[src/rtl/regfile_dump_reader.sv]
// Register-file dump engine: walks a wrapping index range and streams {index,data} beats.
// Optional running checksum of sent words is built when REGDUMP_CHECKSUM_EN is defined.
module regfile_dump_reader #(
  parameter int ADDR_W = 5,
  parameter int DATA_W = 32
) (
  input  logic              clock,
  input  logic              ctrl_reset_n,
  input  logic              start,
  input  logic [ADDR_W-1:0] first_reg,
  input  logic [ADDR_W-1:0] last_reg,
  output logic [ADDR_W-1:0] ctrl_readReg,
  input  logic [DATA_W-1:0] data_readReg,
  output logic              out_valid,
  input  logic              out_ready,
  output logic [DATA_W-1:0] out_data,
  output logic [ADDR_W-1:0] out_reg,
  output logic              out_last,
  output logic              busy,
  output logic              done,
  output logic [DATA_W-1:0] checksum
);

  typedef enum logic [1:0] {
    IDLE  = 2'd0,
    ISSUE = 2'd1,
    SEND  = 2'd2,
    DONE  = 2'd3
  } state_t;

  state_t              r_state;
  state_t              w_next;
  logic [ADDR_W-1:0]   r_addr;
  logic [ADDR_W-1:0]   r_last_reg;
  logic [DATA_W-1:0]   r_out_data;
  logic [ADDR_W-1:0]   r_out_reg;
  logic                r_out_last;
  logic                r_out_valid;
  logic                w_hs;
  logic                w_go;

  always_ff @(posedge clock or negedge ctrl_reset_n) begin
    if (!ctrl_reset_n) r_state <= IDLE;
    else               r_state <= w_next;
  end

  always_comb begin
    w_next = r_state;
    w_hs   = r_out_valid && out_ready;
    w_go   = 1'b0;
    unique case (r_state)
      IDLE: begin
        w_go = start;
        if (start) w_next = ISSUE;
      end
      ISSUE: w_next = SEND;
      SEND: begin
        if (w_hs) w_next = r_out_last ? DONE : ISSUE;
      end
      DONE: w_next = IDLE;
      default: w_next = IDLE;
    endcase
  end

  // Address only moves when leaving IDLE or after a non-final handshake,
  // so the read mux always settles for a full cycle before capture.
  always_ff @(posedge clock or negedge ctrl_reset_n) begin
    if (!ctrl_reset_n) begin
      r_addr      <= '0;
      r_last_reg  <= '0;
      r_out_data  <= '0;
      r_out_reg   <= '0;
      r_out_last  <= 1'b0;
      r_out_valid <= 1'b0;
    end else begin
      if (w_go) begin
        r_addr     <= first_reg;
        r_last_reg <= last_reg;
      end
      if (r_state == ISSUE) begin
        r_out_data  <= data_readReg;
        r_out_reg   <= r_addr;
        r_out_last  <= (r_addr == r_last_reg);
        r_out_valid <= 1'b1;
      end
      if (r_state == SEND && w_hs) begin
        r_out_valid <= 1'b0;
        if (!r_out_last) r_addr <= r_addr + ADDR_W'(1);
      end
    end
  end

`ifdef REGDUMP_CHECKSUM_EN
  logic [DATA_W-1:0] r_checksum;

  always_ff @(posedge clock or negedge ctrl_reset_n) begin
    if (!ctrl_reset_n)                r_checksum <= '0;
    else if (w_go)                    r_checksum <= '0;
    else if (r_state == SEND && w_hs) r_checksum <= r_checksum + r_out_data;
  end

  assign checksum = r_checksum;
`else
  assign checksum = '0;
`endif

  assign ctrl_readReg = r_addr;
  assign out_valid    = r_out_valid;
  assign out_data     = r_out_data;
  assign out_reg      = r_out_reg;
  assign out_last     = r_out_last;
  assign busy         = (r_state != IDLE);
  assign done         = (r_state == DONE);

endmodule
[config.mk]
export PLATFORM = sky130hd
export DESIGN_NAME = regfile_dump_reader
export DESIGN_NICKNAME = d
export VERILOG_FILES = /design/src/rtl/regfile_dump_reader.sv
export SDC_FILE = /design/constraint.sdc
export NUM_CORES = 1
export LEC_CHECK = 0
export BUFFER_PORTS_ARGS = -buffer_cell sky130_fd_sc_hd__buf_2
export CAP_MARGIN = 20
export CORE_ASPECT_RATIO = 0.8
export CORE_UTILIZATION = 49
export CTS_BUF_LIST = sky130_fd_sc_hd__clkbuf_16
export DETAILED_ROUTE_END_ITERATION = 12
export HOLD_SLACK_MARGIN = 0.15
export PLACE_DENSITY = 0.85
export SYNTH_ARGS = -nofsm -noshare
export SYNTH_HDL_FRONTEND = slang
export SYNTH_SLANG_ARGS = --single-unit
[constraint.sdc]
create_clock -name clock -period 3.7 [get_ports clock]
set_input_delay 1.11 -clock clock [delete_from_list [all_inputs] [get_ports clock]]
set_output_delay 1.11 -clock clock [all_outputs]
set_load 0.01 [all_outputs]
# Word level (Yosys, flattened, before mapping)

Cells that the tools add are included.

Bits in registers: 51
Bits of input ports: 46
Word-level logic and storage cells: 30

Equal/unequal tests: 6
Add/sub/neg operators: 1
Reduce and logical (&&, ||, !) cells: 6
Muxes and demuxes: 10

Operator list:

| cell                                                            | count |
|---|---|
| 5-bit 2-to-1 mux                                                | 3 |
| 2-bit one-hot mux with 4 select lines                           | 1 |
| 2-bit 2-to-1 mux                                                | 3 |
| 5-bit by 1-bit adder with 5-bit output, second input constant   | 1 |
| 5-bit == test                                                   | 1 |
| 2-bit == test, second input constant                            | 2 |
| 2-bit inequality test, second input constant                    | 2 |
| 2-bit nonzero test                                              | 2 |
| 1-bit 2-to-1 mux                                                | 3 |
| 2-bit by 1-bit == test with 1-bit output, second input constant | 1 |
| 1-bit logical AND                                               | 2 |
| 2-bit zero test                                                 | 1 |
| 2-bit AND reduction                                             | 1 |

# Longest topological paths before layout

Depth after elaboration: 5
Mapped depth: 5
Mapped depth without buffers: 4

# Worst setup path before layout

Ideal clock, no wire load.

Path type: input to register
Start: input start
End: register r_addr[1], in the netlist ctrl_readReg[1]
Library setup time: 0.125 ns
Cell stages on the path: 3
Arrival time: 1.910 ns
Buffers on the path: 0
Slack: 1.665 ns
Data required time: 3.575 ns
Cell sequence: nor3b_4 mux2_1 mux2_2

Word-level cells in the longest chain between the ends: 4

Ends and longest elaborated chain:

| item                   | line | source |
|---|---|---|
| start: declaration     | 9    | `input logic start,` |
| 1-bit 2-to-1 mux (*)   | 51   | `unique case (r_state)` |
| 5-bit 2-to-1 mux (*)   | 76   | `if (w_go) begin` |
| 5-bit 2-to-1 mux       | 88   | `if (!r_out_last) r_addr <= r_addr + ADDR_W'(1);` |
| 5-bit 2-to-1 mux (*)   | 86   | `if (r_state == SEND && w_hs) begin` |
| end signal: assignment | 77   | `r_addr <= first_reg;` |
| end signal: assignment | 88   |  |
| end: declaration       | 33   | `logic [ADDR_W-1:0] r_addr;` |

Every way passes the cells marked *; elsewhere a longest branch is shown, timed or not.
A chain may end at the register's enable or synchronous reset.

# Final worst setup path

Start: register r_state[0]
End: output busy

Word-level cells in the longest chain between the ends: 1

Ends and longest elaborated chain:

| item                     | line | source |
|---|---|---|
| start: declaration       | 31   | `state_t r_state;` |
| start signal: assignment | 44   | `else r_state <= w_next;` |
| 2-bit nonzero test       | 112  | `assign busy = (r_state != IDLE);` |
| end: declaration         | 19   | `output logic busy,` |

No other way between the ends.

==> flow_metrics.env <==
export IMPL_outcome="completed"
export IMPL_drt_total_wl_mm=4.29
export IMPL_worstSetupStartpointType="flop"
export IMPL_io_pins=124
export IMPL_num_vias=1584
export IMPL_path_cells="or2_2 > buf_2"
export IMPL_clock_skew_ns=0.00226
export IMPL_leakage_nw=1.43
export IMPL_die_y_um=64.8
export IMPL_cp_top_family="flip-flops"
export IMPL_die_x_um=80.4
export IMPL_post_cts_buffers=0
export IMPL_firstDrtPassIters=4
export IMPL_clk_pin_slew_ns=0.06
export IMPL_worstMarginPinSlew_ns=0.606
export IMPL_antenna_found_initial=0
export IMPL_p_int_w=0.00160
export IMPL_ant_nets=0
export IMPL_power_switching_w=0.000886
export IMPL_avgSynthCellArea_um2=13.5
export IMPL_drtIter0Drc=55
export IMPL_portBuffers=91
export IMPL_clock_latency_ns=0.28
export IMPL_grt_max_degree=52
export IMPL_cts_htree_levels=2
export IMPL_cts_buffers=5
export IMPL_netlist_area_mm2=0.00241
export IMPL_largest_register_ffs=32
export IMPL_vdd_drop_max_mv=0.489
export IMPL_cp_num_buf_inv=1
export IMPL_ctsResizeCount=0
export IMPL_yosys_warnings=0
export IMPL_power_density_mw_per_mm2=850
export IMPL_dpl_hpwl_mm=3.16
export IMPL_ys_ff_latch=51
export IMPL_yosysSeqAreaShare=0.529
export IMPL_grt_overflow=0
export IMPL_finalNetCount=316
export IMPL_synth_cell_types=35
export IMPL_slew_violations=0
export IMPL_whs_ns=0.487
export IMPL_clkSinkCount=51
export IMPL_initial_core_util=0.519
export IMPL_grt_pass1_wl_mm=7.37
export IMPL_die_area_mm2=0.00521
export IMPL_fp_row_count=22
export IMPL_cts_tree="done"
export IMPL_gp_congestion=0.741
export IMPL_period_needed_ns=2.35
export IMPL_fin_cells=330
export IMPL_arrival_ns=1.24
export IMPL_switching_share=0.357
export IMPL_relSlewSlack=0.596
export IMPL_cts_root_buf="clkbuf_16"
export IMPL_slowest_stage="dfrtp_1"
export IMPL_wl_per_cell_um=13.0
export IMPL_setup_viol=0
export IMPL_cp_end_kind="output port"
export IMPL_post_route_drc_count=0
export IMPL_post_place_cells=321
export IMPL_max_freq_ghz=0.426
export IMPL_drive_above_1_share=0.415
export IMPL_min_period_over_period=0.634
export IMPL_hold_viol=0
export IMPL_power_share_combinational=0.398
export IMPL_max_cap_violations=0
export IMPL_seqPwrFrac=0.429
export IMPL_cts_hold_buf=0
export IMPL_antenna_cells=0
export IMPL_grt_pass1_vias=1543
export IMPL_clock_power_share=0.174
export IMPL_area_growth_pct=21.1
export IMPL_via_per_inst=4.80
export IMPL_slowest_delay_ns=0.49
export IMPL_critPathRequiredTime_ns=2.59
export IMPL_min_path_type="reg -> reg"
export IMPL_cts_buffer_depth=2
export IMPL_cp_max_fo=9
export IMPL_coreArea_mm2=0.00465
export IMPL_critPathKind="reg -> out"
export IMPL_grt_usage=0.188
export IMPL_synth_cells=179
export IMPL_rsz0062_at_grt="false"
export IMPL_setup_tns_final_ns=0
stage by stage:
stage | utilization | setup WS [ns] | area (µm²) | power [W]
after floorplan | - | 1.67 | 2530 | 0.00173
after global placement | 0.593 | 1.24 | 2760 | 0.00202
after detailed placement | 0.593 | 1.21 | 2760 | 0.00207
after CTS | 0.624 | 1.34 | 2900 | 0.00252
after global routing | 0.628 | 1.29 | 2920 | 0.00269
final | 0.628 | 1.35 | 2920 | 0.00248
cell type report:
class,instances,area (µm²)
Tap cell,60,75.1
Clock buffer,5,125
Sequential cell,51,1280
Multi-Input combinational cell,118,950
Timing Repair Buffer,92,475
Clock inverter,3,16.3
Fill cell,389,1730
Inverter,1,3.75
placed cells by master, fill, tap and decap left out, drive strengths merged:
cell type,Yosys,final
and3b,1,1
nor3,1,1
nor4b,1,1
xor2,2,2
nand3,2,2
nor3b,1,1
buf,40,92
o41ai,1,1
clkbuf,0,5
clkinv,0,1
and2b,1,1
and4,2,2
a31oi,2,2
inv,1,2
o21ai,1,1
mux2,44,44
xnor2,3,3
or2,1,1
clkinvlp,0,1
o311a,3,3
o211ai,2,2
a41oi,1,1
and2,1,1
dfrtp,51,51
nand2b,5,5
conb,1,32
nor2,1,1
nand3b,1,1
or4,1,1
nand2,2,2
a21oi,4,4
a221o,1,1
ha,1,1
logic make-up after synthesis:
group,share of synthesized area
fa+ha+maj,0.00519
mux,0.205
compound gates,0.0503
xor+xnor,0.0182
flops,0.529
simple gates,0.0648
other cells,0.00155
buf+inv,0.126
layer usage:
layer / GRT usage / up-vias / wire (µm)
met5: 0 / - / 0
met4: 0.0536 / 0 / 49
met3: 0.0563 / 6 / 281
met2: 0.310 / 67 / 2170
met1: 0.239 / 767 / 1790
li1: - / 744 / -
power by group through the flow:
stage	logic, W	registers, W	clock network (W)
CTS	0.00101	0.00107	0.000448
global placement	0.000969	0.00105	0
global route	0.00109	0.00111	0.000479
detailed placement	0.00100	0.00107	0
finish	0.000987	0.00106	0.000431
floorplan	0.000602	0.00113	0
worst paths after layout:
check | start | end | slack [ns] | cells after the start
setup / recovery | r_state[0] | busy | 1.35 | 2
max in group asynchronous | ctrl_reset_n | ctrl_readReg[1] | 2.47 | 2
hold reg to reg | out_reg[4] | out_reg[4] | 0.49 | 1
setup reg to reg | r_state[0] | ctrl_readReg[1] | 1.88 | 3
min in group asynchronous | ctrl_reset_n | out_data[24] | 0.74 | 1
hold / removal | out_reg[4] | out_reg[4] | 0.49 | 1
synth_stat cells (all sizes together):
master,number,share of area
nor3b,1,0.0078
and2b,1,0.0036
a31oi,2,0.0052
nor4b,1,0.0036
and4,2,0.0073
a221o,1,0.0041
and2,1,0.0031
a21oi,4,0.0099
nor2,1,0.0016
ha,1,0.0052
o21ai,1,0.0021
dfrtp,51,0.53
o41ai,1,0.0067
o211ai,2,0.0062
nor3,1,0.0021
or4,1,0.0031
mux2,44,0.21
nand3,2,0.0041
nand3b,1,0.0031
conb,1,0.0016
xnor2,3,0.011
and3b,1,0.0036
buf,40,0.12
nand2b,5,0.016
xor2,2,0.0073
inv,1,0.0016
o311a,3,0.012
or2,1,0.0026
nand2,2,0.0031
a41oi,1,0.0036
(Power assumes the default switching activity.)
